[config.mk]
export PLATFORM = sky130hd
export DESIGN_NAME = domand_arb
export DESIGN_NICKNAME = d
export VERILOG_FILES = /design/src/rtl/domand_arb_pkg.sv /design/src/rtl/domand_arb_dom_and.sv /design/src/rtl/domand_arb_fifo.sv /design/src/rtl/domand_arb.sv
export SDC_FILE = /design/constraint.sdc
export NUM_CORES = 1
export LEC_CHECK = 0
export CELL_PAD_IN_SITES_DETAIL_PLACEMENT = 0
export CELL_PAD_IN_SITES_GLOBAL_PLACEMENT = 1
export CORE_ASPECT_RATIO = 0.8
export CORE_MARGIN = 3
export CORE_UTILIZATION = 48
export DETAILED_ROUTE_END_ITERATION = 16
export GPL_ROUTABILITY_DRIVEN = 0
export PLACE_DENSITY_LB_ADDON = 0.1
export REMOVE_ABC_BUFFERS = 1
export SYNTH_ARGS = -nofsm -noshare
export SYNTH_HDL_FRONTEND = slang
export SYNTH_SLANG_ARGS = --single-unit
[constraint.sdc]
create_clock -name clk -period 4.55 [get_ports clk]
set_clock_uncertainty 0.2 [all_clocks]
set_input_delay 0.6825 -clock clk [delete_from_list [all_inputs] [get_ports clk]]
set_output_delay 0.6825 -clock clk [all_outputs]
set_load 0.05 [all_outputs]
[src/rtl/domand_arb_pkg.sv]
// domand_arb_pkg: shared constants and types for the DOM AND arbiter slice.
//   NSHARES/SHARE_W : share count and width of every masked operand
//   NRAND           : pairwise randomness bytes consumed per operation
//   GADGET_LAT      : register stages inside the DOM AND gadget
//   shares_t/rand_t : packed share and randomness vectors
//   rnd_pair_idx()  : byte index of r_ij inside rand_t
//                     (order r01,r02,r03,r04,r12,...,r34)
package domand_arb_pkg;

  localparam int NSHARES    = 5;
  localparam int SHARE_W    = 8;
  localparam int NRAND      = 10;
  localparam int GADGET_LAT = 2;

  typedef logic [NSHARES*SHARE_W-1:0] shares_t;
  typedef logic [NRAND*SHARE_W-1:0]   rand_t;

  // Row-major upper-triangle index. A diagonal pair has no mask byte, so it
  // returns 0 to keep every part-select base in range.
  function automatic int rnd_pair_idx(input int i, input int j);
    int lo;
    int hi;
    lo = (i < j) ? i : j;
    hi = (i < j) ? j : i;
    if (lo == hi) return 0;
    return lo * NSHARES - (lo * (lo + 1)) / 2 + (hi - lo - 1);
  endfunction

endpackage

[src/rtl/domand_arb_dom_and.sv]
// domand_arb_dom_and: 5-share domain-oriented masked AND gadget.
// It has two register stages, so c is valid two clocks after a/b/r are applied.
// Ports:
//   clk   - clock (data path only, so there is no reset)
//   a, b  - masked operands, share k at bits [8k+7:8k]
//   r     - pairwise fresh randomness, rand_t byte order
//   dec_0 - inverts output share 0 (NAND). Tie it low for AND.
//   c     - masked result shares
module domand_arb_dom_and
  import domand_arb_pkg::*;
(
  input  logic    clk,
  input  shares_t a,
  input  shares_t b,
  input  rand_t   r,
  input  logic    dec_0,
  output shares_t c
);

  logic [SHARE_W-1:0] prod_d  [NSHARES][NSHARES];
  logic [SHARE_W-1:0] prod_p0 [NSHARES][NSHARES];
  logic               dec_p0;
  shares_t            c_d;
  shares_t            c_p1;

  // Inner-domain terms stay unmasked. Each cross-domain pair (i,j) and (j,i)
  // shares the mask r_ij, so the masks cancel when all output shares are
  // XORed together.
  always_comb begin
    for (int i = 0; i < NSHARES; i++) begin
      for (int j = 0; j < NSHARES; j++) begin
        if (i == j)
          prod_d[i][j] = a[i*SHARE_W +: SHARE_W] & b[j*SHARE_W +: SHARE_W];
        else
          prod_d[i][j] = (a[i*SHARE_W +: SHARE_W] & b[j*SHARE_W +: SHARE_W])
                       ^ r[rnd_pair_idx(i, j)*SHARE_W +: SHARE_W];
      end
    end
  end

  // ---- stage p0: resharing register ----
  always_ff @(posedge clk) begin
    prod_p0 <= prod_d;
    dec_p0  <= dec_0;
  end

  always_comb begin
    c_d = '0;
    for (int i = 0; i < NSHARES; i++) begin
      for (int j = 0; j < NSHARES; j++) begin
        c_d[i*SHARE_W +: SHARE_W] = c_d[i*SHARE_W +: SHARE_W] ^ prod_p0[i][j];
      end
    end
    c_d[SHARE_W-1:0] = c_d[SHARE_W-1:0] ^ {SHARE_W{dec_p0}};
  end

  // ---- stage p1: output register ----
  always_ff @(posedge clk) begin
    c_p1 <= c_d;
  end

  assign c = c_p1;

endmodule

[src/rtl/domand_arb_fifo.sv]
// domand_arb_fifo: result buffer with a registered count.
// Ports:
//   clk, rst - clock, asynchronous active-high reset (pointers and count only)
//   push/din - write one entry. The caller guarantees the buffer has room.
//   pop      - discard the head. Ignored while empty.
//   dout     - head entry, valid while count != 0
//   count    - number of stored entries
module domand_arb_fifo #(
  parameter  int DEPTH = 4,
  parameter  int W     = 41,
  localparam int AW    = (DEPTH > 1) ? $clog2(DEPTH) : 1,
  localparam int CW    = $clog2(DEPTH + 1)
) (
  input  logic          clk,
  input  logic          rst,
  input  logic          push,
  input  logic [W-1:0]  din,
  input  logic          pop,
  output logic [W-1:0]  dout,
  output logic [CW-1:0] count
);

  logic [W-1:0]  mem [DEPTH];
  logic [AW-1:0] wr_ptr;
  logic [AW-1:0] rd_ptr;
  logic [CW-1:0] count_q;
  logic          pop_ok;

  assign pop_ok = pop && (count_q != '0);

  always_ff @(posedge clk or posedge rst) begin
    if (rst) begin
      wr_ptr  <= '0;
      rd_ptr  <= '0;
      count_q <= '0;
    end else begin
      if (push)
        wr_ptr <= (wr_ptr == AW'(DEPTH - 1)) ? '0 : wr_ptr + 1'b1;
      if (pop_ok)
        rd_ptr <= (rd_ptr == AW'(DEPTH - 1)) ? '0 : rd_ptr + 1'b1;
      case ({push, pop_ok})
        2'b10:   count_q <= count_q + 1'b1;
        2'b01:   count_q <= count_q - 1'b1;
        default: count_q <= count_q;
      endcase
    end
  end

  always_ff @(posedge clk) begin
    if (push)
      mem[wr_ptr] <= din;
  end

  assign dout  = mem[rd_ptr];
  assign count = count_q;

endmodule

[src/rtl/domand_arb.sv]
// domand_arb: round-robin arbiter that shares one 5-share DOM AND gadget
// between NREQ requesters and buffers the results in order.
// Ports:
//   clk, rst             - clock, asynchronous active-high reset
//   req_valid/req_ready  - per-requester handshake. At most one ready is high.
//   req_a, req_b         - per-requester operands, 40 bits each
//   rnd_valid/rnd_ready  - fresh randomness handshake. One beat is used per issue.
//   rnd_data             - 80-bit pairwise randomness
//   out_valid/out_ready  - result handshake
//   out_id, out_c        - owner index and result shares (0 while idle)
//   busy                 - any operation is in flight or buffered
// Build option: DOMAND_ARB_ZERO_IDLE_EN drives the gadget inputs to zero on
// idle cycles. Without it, the gadget inputs hold the last issued operands.
module domand_arb
  import domand_arb_pkg::*;
#(
  parameter  int NREQ       = 2,
  parameter  int FIFO_DEPTH = 4,
  localparam int IDW        = $clog2(NREQ)
) (
  input  logic                          clk,
  input  logic                          rst,
  input  logic [NREQ-1:0]               req_valid,
  output logic [NREQ-1:0]               req_ready,
  input  logic [NREQ*NSHARES*SHARE_W-1:0] req_a,
  input  logic [NREQ*NSHARES*SHARE_W-1:0] req_b,
  input  logic                          rnd_valid,
  output logic                          rnd_ready,
  input  logic [NRAND*SHARE_W-1:0]      rnd_data,
  output logic                          out_valid,
  input  logic                          out_ready,
  output logic [IDW-1:0]                out_id,
  output logic [NSHARES*SHARE_W-1:0]    out_c,
  output logic                          busy
);

  localparam int SW = NSHARES * SHARE_W;
  localparam int CW = $clog2(FIFO_DEPTH + 1);
  localparam int UW = CW + 1;
  localparam int EW = IDW + SW;

  logic [IDW-1:0] rr;
  logic [IDW-1:0] gnt;
  logic           any_req;
  int             idx;
  logic           credit_ok;
  logic           issue;
  logic [1:0]     inflight;
  logic [UW-1:0]  used;
  logic           vld_p0;
  logic           vld_p1;
  logic [IDW-1:0] id_p0;
  logic [IDW-1:0] id_p1;
  shares_t        a_live;
  shares_t        b_live;
  shares_t        gad_a;
  shares_t        gad_b;
  rand_t          gad_r;
  shares_t        gad_c;
  logic [EW-1:0]  fifo_dout;
  logic [CW-1:0]  fifo_count;

  // Round-robin search that starts at rr and wraps around.
  always_comb begin
    gnt     = '0;
    any_req = 1'b0;
    idx     = 0;
    for (int k = 0; k < NREQ; k++) begin
      idx = int'(rr) + k;
      if (idx >= NREQ) idx = idx - NREQ;
      if (!any_req && req_valid[idx]) begin
        any_req = 1'b1;
        gnt     = IDW'(idx);
      end
    end
  end

  // Every slot that may later need a FIFO entry is reserved at issue time, so
  // an accepted operation never finds the buffer full.
  assign inflight  = {1'b0, vld_p0} + {1'b0, vld_p1};
  assign used      = UW'(fifo_count) + UW'(inflight);
  assign credit_ok = used < UW'(FIFO_DEPTH);
  assign issue     = !rst && any_req && rnd_valid && credit_ok;

  assign req_ready = issue ? (NREQ'(1) << gnt) : '0;
  assign rnd_ready = issue;

  assign a_live = req_a[int'(gnt)*SW +: SW];
  assign b_live = req_b[int'(gnt)*SW +: SW];

`ifdef DOMAND_ARB_ZERO_IDLE_EN
  assign gad_a = issue ? a_live   : '0;
  assign gad_b = issue ? b_live   : '0;
  assign gad_r = issue ? rnd_data : '0;
`else
  shares_t a_hold;
  shares_t b_hold;
  rand_t   r_hold;

  always_ff @(posedge clk) begin
    if (issue) begin
      a_hold <= a_live;
      b_hold <= b_live;
      r_hold <= rnd_data;
    end
  end

  assign gad_a = issue ? a_live   : a_hold;
  assign gad_b = issue ? b_live   : b_hold;
  assign gad_r = issue ? rnd_data : r_hold;
`endif

  domand_arb_dom_and u_gadget (
    .clk   (clk),
    .a     (gad_a),
    .b     (gad_b),
    .r     (gad_r),
    .dec_0 (1'b0),
    .c     (gad_c)
  );

  // ---- stage p0/p1: valid+id tracking that follows the gadget registers ----
  always_ff @(posedge clk or posedge rst) begin
    if (rst) begin
      rr     <= '0;
      vld_p0 <= 1'b0;
      vld_p1 <= 1'b0;
      id_p0  <= '0;
      id_p1  <= '0;
    end else begin
      if (issue)
        rr <= (gnt == IDW'(NREQ - 1)) ? '0 : gnt + 1'b1;
      vld_p0 <= issue;
      vld_p1 <= vld_p0;
      id_p0  <= gnt;
      id_p1  <= id_p0;
    end
  end

  domand_arb_fifo #(
    .DEPTH (FIFO_DEPTH),
    .W     (EW)
  ) u_fifo (
    .clk   (clk),
    .rst   (rst),
    .push  (vld_p1),
    .din   ({id_p1, gad_c}),
    .pop   (out_valid && out_ready),
    .dout  (fifo_dout),
    .count (fifo_count)
  );

  // Outputs are gated so that idle and reset states read as zero.
  assign out_valid = (fifo_count != '0);
  assign out_c     = out_valid ? fifo_dout[SW-1:0] : '0;
  assign out_id    = out_valid ? fifo_dout[EW-1 -: IDW] : '0;
  assign busy      = vld_p0 || vld_p1 || out_valid;

endmodule

==> impl_metrics.py, run 1 <==
metrics = {
    "outcome": {
        "status": "finished clean",
    },
    "place": {
        "placed_area_um2": 26260,
        "dp_slack_ps": 983.2,
        "place_hpwl_um": 34390,
        "numPortBuffers": 291,
    },
    "timing": {
        "tightest_slew_ps": 1108,
        "fin_tns_setup_ps": 0,
        "post-route-min-period_ps": 3927,
        "setup_violations": 0,
        "max_freq_mhz": 254.6,
        "fin_ws_ps": 622.8,
        "rsz0062_at_grt": "false",
        "drv_slew": 0,
        "fin_crit_sh_pct": 86.31,
        "max-slew-margin-rel_pct": 26.10,
        "hold_violations": 0,
    },
    "yosys": {
        "syn_inst": 1790,
        "synth.area.top_cells": "dfxtp_1 35%, edfxtp_1 21%, xnor2_1 12%, mux2_4 5.0%, and2_1 4.5%",
        "syn_area_um2": 22940,
        "post_synth_num_cell_types": 35,
        "synth_top_area_share_pct": 34.91,
        "synth_seq_cells": 576,
        "seq_area_frac_synth_pct": 57.68,
        "synthArstFlopShare_pct": 2.083,
        "yosysTopAreaCell": "dfxtp_1",
        "synth_top_flop_cell": "dfxtp_1",
        "synth_edf_count": 164,
        "syn_area_per_cell_um2": 12.82,
        "ys_warn_count": 0,
    },
    "global_route": {
        "antenna_found_initial": 0,
        "grt_overflow": 0,
        "grt_pass1_vias": 14820,
        "track_usage_pct": 19.93,
        "grt_max_degree": 130,
        "grt_pass1_wl_um": 81200,
    },
    "clock_network": {
        "numClockSinks": 576,
        "root_buffer": "clkbuf_16",
        "postCtsHoldBufs": 0,
        "cts_resized": 0,
        "cts_max_level": 2,
        "cts_inserted_buffers": 55,
        "clk_latency_ps": 570,
        "clk_path_buf_depth": 3,
        "post_cts_buffers": 0,
        "cts_tree": "yes",
        "clk_pin_slew_ps": 60,
    },
    "worst_hold_path": {
        "worstHoldPathCells": 0,
        "holdCritStartpoint": "id_p0",
        "min_to": "id_p1",
        "holdCritPathClass": "register to register",
    },
    "final_layout": {
        "synthToLayoutAreaGrowth_pct": 22.54,
        "drive_above_1_share_pct": 15.54,
        "nFillCells": 3774,
        "regArea_um2": 13240,
        "multi_input_area_um2": 9155,
        "final_nets": 2319,
        "n_antenna_cell": 0,
        "fin_area_um2": 28110,
    },
    "drt": {
        "routedWlPerCell_um": 18.68,
        "drc": 0,
        "firstDrtPassIters": 5,
        "ant_nets": 0,
        "dr.first_iter.drc_count": 780,
        "vias_per_cell": 5.253,
        "routed_wirelength_um": 50870,
        "vias": 14300,
    },
    "setup_path": {
        "rr_startpoint": "u_fifo.count[0]",
        "r2r_end": "u_gadget.prod_p0[150]",
        "crit_chain": "buf_12 > mux4_2 > and2_1 > clkdlybuf4s50_1",
        "startpoint_type": "register",
        "required_ps": 3670,
        "crit_slowest_cell": "dfrtp_4",
        "worstPathMaxFanout": 24,
        "rr_worst_depth": 7,
        "worstPathArrival_ps": 3040,
        "r2r_setup_slack_ps": 1560,
        "critPathMaxStageDelay_ps": 730,
        "end_kind": "output port",
        "worstSetupPathType": "register to output port",
    },
    "die": {
        "fp.dieW_um": 250.4,
        "die_area_um2": 50470,
        "design.core.area_um2": 46420,
        "io_pins": 292,
        "num_rows": 70,
        "die_y_um": 201.5,
        "floorplan.initialDensity_pct": 49.42,
    },
    "power": {
        "p_per_area_nw_per_um2": 823.3,
        "peakVddDrop_uv": 733.9,
        "cellLeakagePower_nw": 10.02,
    },
    "job": {
        "maxCapViolCount": 0,
    },
}
## stage by stage
step	hold WS, ps	utilization, %	power [W]	instances
global route	164.6	60.56	0.02461	2723
finish	157.9	60.56	0.02314	2723
detailed placement	141.0	56.56	0.01878	2620
CTS	158.4	60.56	0.02345	2723
global placement	136.3	56.56	0.01860	2620
floorplan	131.2	-	0.01619	1704
## state kept, by name (all words and copies together) (netlist names)
register,flops
id_p0,1
vld_p1,1
b_hold,40
u_gadget.prod_p0,200
rr,1
u_fifo.wr_ptr,2
r_hold,80
vld_p0,1
a_hold,40
id_p1,1
u_gadget.c,40
u_fifo.rd_ptr,2
u_fifo.count,3
u_fifo.mem,164
## power by group
group          internal (W)  total (W)  switching, W
registers           0.00770    0.00858      0.000875
clock network       0.00270    0.00458       0.00188
logic               0.00497    0.00999       0.00502
total                0.0154     0.0231       0.00777
## cells in the final DEF, fill, tap and decap left out, types with 19 or more instances in the layout
cell type	n
dfxtp_1	400
xnor2_1	321
clkdlybuf4s50_1	289
edfxtp_1	164
and2_1	162
nand4_1	160
o21ai_0	82
or2_2	80
o211ai_1	80
mux2_4	76
nand3_1	76
clkbuf_16	58
mux4_2	41
clkinv_2	19
## per-layer routing
| metal | vias up | wire, um | global-route usage, % |
|---|---|---|---|
| li1 | 6965 | - | - |
| met1 | 6960 | 24030 | 28.27 |
| met2 | 310 | 23760 | 32.30 |
| met3 | 68 | 2253 | 3.386 |
| met4 | 0 | 829 | 4.201 |
| met5 | - | 0 | 0 |
## worst max-delay path, delay by kind of cell, from the launching register on
family                 cells  cell delay [ps]
buffers and inverters      2             1010
flip-flops                 1              730
multiplexers               1              510
AND/OR/NAND/NOR            1              210
## how the worst max path moves through the flow
stage                                 from                    to  slack (ps)  cells past startpoint
after floorplan                        rst          req_ready[0]       -3780                      3
after global placement        req_valid[0]  u_gadget.prod_p0[40]        1010                      7
after detailed placement         rnd_valid          req_ready[0]         980                      5
after CTS                 u_fifo.rd_ptr[0]              out_c[8]         520                      4
after global routing      u_fifo.rd_ptr[0]              out_c[8]         420                      4
final                     u_fifo.rd_ptr[0]             out_c[28]         620                      4
## cell usage after synthesis, drive strengths merged (2+ instances only)
cell / instances
xor2: 2
mux4: 41
nand3: 80
buf: 28
inv: 10
xnor2: 321
nor2b: 2
nand2: 2
nand4: 160
nor2: 4
clkbuf: 58
and2: 166
dfxtp: 400
or2: 80
mux2: 81
dfrtp: 12
ha: 7
o21ai: 82
or3: 3
o211ai: 80
edfxtp: 164
## cell type report
| type | instances | area share, % |
|---|---|---|
| tap | 612 | 2.724 |
| clock buffer | 74 | 5.715 |
| clock inverter | 29 | 0.8902 |
| inverter | 10 | 0.1335 |
| multi-input combinational | 1118 | 32.57 |
| sequential | 576 | 47.10 |
| timing repair buffer | 304 | 10.87 |
## kinds of logic after synthesis
family | share of synthesized area, %
compound gates | 4.527
xor+xnor | 12.33
simple gates | 13.19
flops | 57.68
fa+ha+maj | 0.4690
buf+inv | 2.509
mux | 9.288
(Power assumes the default switching activity.)
==> run 2: changes to the inputs <==
--- a/config.mk
+++ b/config.mk
@@ -5,6 +5,7 @@
 export SDC_FILE = /design/constraint.sdc
 export NUM_CORES = 1
 export LEC_CHECK = 0
+export CAP_MARGIN = 20
 export CELL_PAD_IN_SITES_DETAIL_PLACEMENT = 0
 export CELL_PAD_IN_SITES_GLOBAL_PLACEMENT = 1
 export CORE_ASPECT_RATIO = 0.8
==> results of run 2 <==
Final layout, timing and power as in run 1 (identical DEF).
==> run 3: changes to the inputs <==
--- a/config.mk
+++ b/config.mk
@@ -5,12 +5,13 @@
 export SDC_FILE = /design/constraint.sdc
 export NUM_CORES = 1
 export LEC_CHECK = 0
+export ABC_AREA = 1
 export CAP_MARGIN = 20
 export CELL_PAD_IN_SITES_DETAIL_PLACEMENT = 0
 export CELL_PAD_IN_SITES_GLOBAL_PLACEMENT = 1
 export CORE_ASPECT_RATIO = 0.8
 export CORE_MARGIN = 3
-export CORE_UTILIZATION = 48
+export CORE_UTILIZATION = 45
 export DETAILED_ROUTE_END_ITERATION = 16
 export GPL_ROUTABILITY_DRIVEN = 0
 export PLACE_DENSITY_LB_ADDON = 0.1
==> run 3 against run 2 <==
  * Fmax decreased by 6.8%
  * Critical path depth grew 2
  * Non-clock buffer count rose by 1
  * Combinational power down 3.3%
  * Worst setup slack worse by 290 ps
  * Clock-buffer cell count grew 15
  * Critical endpoint is now out_id
  * Die area rose by 7.4%
  * Largest cell class unchanged
==> impl_metrics.py, run 3 <==
metrics = {
    "drt": {
        "vias": 17560,
        "drc": 0,
        "firstDrtPassIters": 5,
        "ant_nets": 0,
        "vias_per_cell": 4.682,
        "routed_wirelength_um": 54580,
        "dr.first_iter.drc_count": 896,
        "routedWlPerCell_um": 14.55,
    },
    "setup_path": {
        "cpMostUsedCell": "nor2_1",
        "worstSetupPathType": "register to output port",
        "worstPathArrival_ps": 3330,
        "crit_chain": "buf_4 > nor2_1 > nor2_1 > o21ai_0 > a21oi_1 > clkdlybuf4s50_1",
        "crit_slowest_cell": "clkdlybuf4s50_1",
        "end_kind": "output port",
        "startpoint_type": "register",
        "worstPathMaxFanout": 48,
        "critPathMaxStageDelay_ps": 870,
        "required_ps": 3670,
    },
    "global_route": {
        "track_usage_pct": 20.08,
        "grt_pass1_vias": 16860,
        "grt_max_degree": 122,
        "grt_pass1_wl_um": 87380,
        "antenna_found_initial": 1,
        "grt_overflow": 0,
    },
    "place": {
        "placed_area_um2": 26660,
        "numPortBuffers": 291,
        "place_hpwl_um": 35480,
    },
    "power": {
        "comb_power_share_pct": 42.7,
        "pwr-share-clk_pct": 19.8,
        "peakVddDrop_uv": 352.2,
        "seq_power_share_pct": 37.5,
        "intPower_w": 0.01358,
        "p_sw_w": 0.009045,
        "power.share.switching_pct": 39.98,
        "p_per_area_nw_per_um2": 794.5,
        "cellLeakagePower_nw": 13.03,
    },
    "outcome": {
        "status": "finished clean",
    },
    "yosys": {
        "synthArstFlopShare_pct": 2.083,
        "synth_edf_count": 164,
        "syn_inst": 2754,
        "post_synth_num_cell_types": 26,
        "synth_top_flop_cell": "dfxtp_1",
        "syn_area_per_cell_um2": 8.404,
        "seq_area_frac_synth_pct": 57.17,
        "synth_seq_cells": 576,
        "ys_warn_count": 0,
        "synth.area.top_cells": "dfxtp_1 35%, edfxtp_1 21%, nand2_1 16%, nand3_1 3.5%, inv_1 3.4%",
        "synthTopCellsByCount": "991 x nand2_1, 400 x dfxtp_1, 209 x inv_1",
        "synth_top_area_share_pct": 34.60,
        "syn_area_um2": 23140,
        "post-synth-top-count-cell": "nand2_1",
        "yosysTopAreaCell": "dfxtp_1",
    },
    "final_layout": {
        "layout_commonest_cell": "nand2_1",
        "largest-register": "u_gadget.prod_p0",
        "largest_reg_flops": 200,
        "reg_top3": "u_gadget.prod_p0 (200), u_fifo.mem (164), r_hold (80)",
        "final_nets": 3286,
        "synthToLayoutAreaGrowth_pct": 23.05,
        "n_antenna_cell": 0,
        "layout_common_cells": "990 x nand2_1, 400 x dfxtp_1, 288 x clkdlybuf4s50_1",
        "drive_above_1_share_pct": 7.480,
        "nFillCells": 4454,
        "fin_area_um2": 28480,
    },
    "die": {
        "die_y_um": 208.8,
        "floorplan.initialDensity_pct": 46.07,
        "io_pins": 292,
        "die_area_um2": 54210,
        "design.core.area_um2": 50240,
        "num_rows": 73,
        "fp.dieW_um": 259.6,
    },
    "clock_network": {
        "clk_path_buf_depth": 3,
        "postCtsHoldBufs": 0,
        "root_buffer": "clkbuf_16",
        "cts_inserted_buffers": 56,
        "post_cts_buffers": 0,
        "cts_tree": "yes",
        "cts_max_level": 2,
        "clk_pin_slew_ps": 50,
        "numClockSinks": 576,
        "clk_latency_ps": 590,
        "cts_resized": 0,
    },
    "timing": {
        "setup_violations": 0,
        "fin_tns_setup_ps": 0,
        "finalHoldWorstSlack_ps": 162.8,
        "fin_crit_sh_pct": 92.62,
        "max-slew-margin-rel_pct": 30.70,
        "max_freq_mhz": 237.3,
        "drv_slew": 0,
        "tightest_slew_ps": 1038,
        "rsz0062_at_grt": "false",
        "hold_violations": 0,
        "post-route-min-period_ps": 4214,
    },
    "worst_hold_path": {
        "holdCritPathClass": "register to register",
    },
    "job": {
        "maxCapViolCount": 0,
    },
}
## run 3: changes by cell type after synthesis, moves of 67 or more
cell      delta
a21oi_1     +74
and2_1     -166
inv_1      +200
inv_2       +67
mux2_4      -76
nand2_1    +989
nand3_1     +85
nand4_1    -160
nor2_1     +168
o211ai_1    -80
or2_2       -80
xnor2_1    -239
xor2_1      +78
## run 3: area by class of cell
class	count	area [um^2]	share of cell area, %
flip-flops and latches	576	13240	46.48
repair buffers	305	3070	10.78
clock buffers	89	1669	5.861
inverters	278	1044	3.664
clock inverters	12	106.4	0.3734
multi-input cells	1815	8507	29.87
well taps	675	844.6	2.966
## run 3: logic make-up after synthesis
| family | after synthesis | share of synthesized area [%] |
|---|---|---|
| buffers and inverters | 363 | 6.206 |
| XOR/XNOR | 162 | 6.130 |
| AND/OR/NAND/NOR | 1403 | 24.63 |
| AO/OA/AOI/OAI | 242 | 5.395 |
| adder cells (fa/ha/maj) | 8 | 0.4649 |
| flip-flops | 576 | 57.17 |
## run 3: final timing paths
kind | startpoint | to | slack [ps] | cells after the start
setup / recovery | u_fifo.rd_ptr[0] | out_id | 340 | 6
hold / removal | id_p0 | id_p1 | 160 | 0
setup reg to reg | u_fifo.count[0] | u_gadget.prod_p0[180] | 1610 | 11
hold reg to reg | id_p0 | id_p1 | 160 | 0
max in group asynchronous | rst | u_fifo.rd_ptr[0] | 3440 | 2
min in group asynchronous | rst | rr | 300 | 2
## run 3: worst max-delay path: cells and delay by family (launching register included)
| family | cells | cell delay (ps) |
|---|---|---|
| AO/OA/AOI/OAI | 2 | 420 |
| buffers and inverters | 2 | 1400 |
| flip-flops | 1 | 700 |
| AND/OR/NAND/NOR | 2 | 200 |
## run 3: metal layers
layer,part of all wire [%],GRT usage [%],wire [um]
met5,0,0,0
met4,2.3,5.893,1260
met2,46,32.81,24890
met3,4.3,2.993,2351
met1,48,27.72,26080
## run 3: power groups by stage
| stage | sequential [W] | clock [W] | combinational (W) |
|---|---|---|---|
| 2_1_floorplan | 0.00842 | 0 | 0.00686 |
| 3_3_place_gp | 0.00854 | 0 | 0.00956 |
| 3_5_place_dp | 0.00861 | 0 | 0.00970 |
| 4_1_cts | 0.00851 | 0.00460 | 0.00978 |
| 5_1_grt | 0.00871 | 0.00482 | 0.0109 |
| 6_report | 0.00849 | 0.00448 | 0.00966 |
## run 3: stage by stage
step / worst slack, ps / util [%] / power (W) / cells
floorplan: -317.2 / - / 0.01529 / 2669
CTS: 283.7 / 56.61 / 0.02289 / 3748
global placement: 965.4 / 53.08 / 0.01810 / 3647
global route: 110.4 / 56.69 / 0.02442 / 3750
finish: 335.8 / 56.69 / 0.02263 / 3750
detailed placement: 938.9 / 53.08 / 0.01831 / 3647
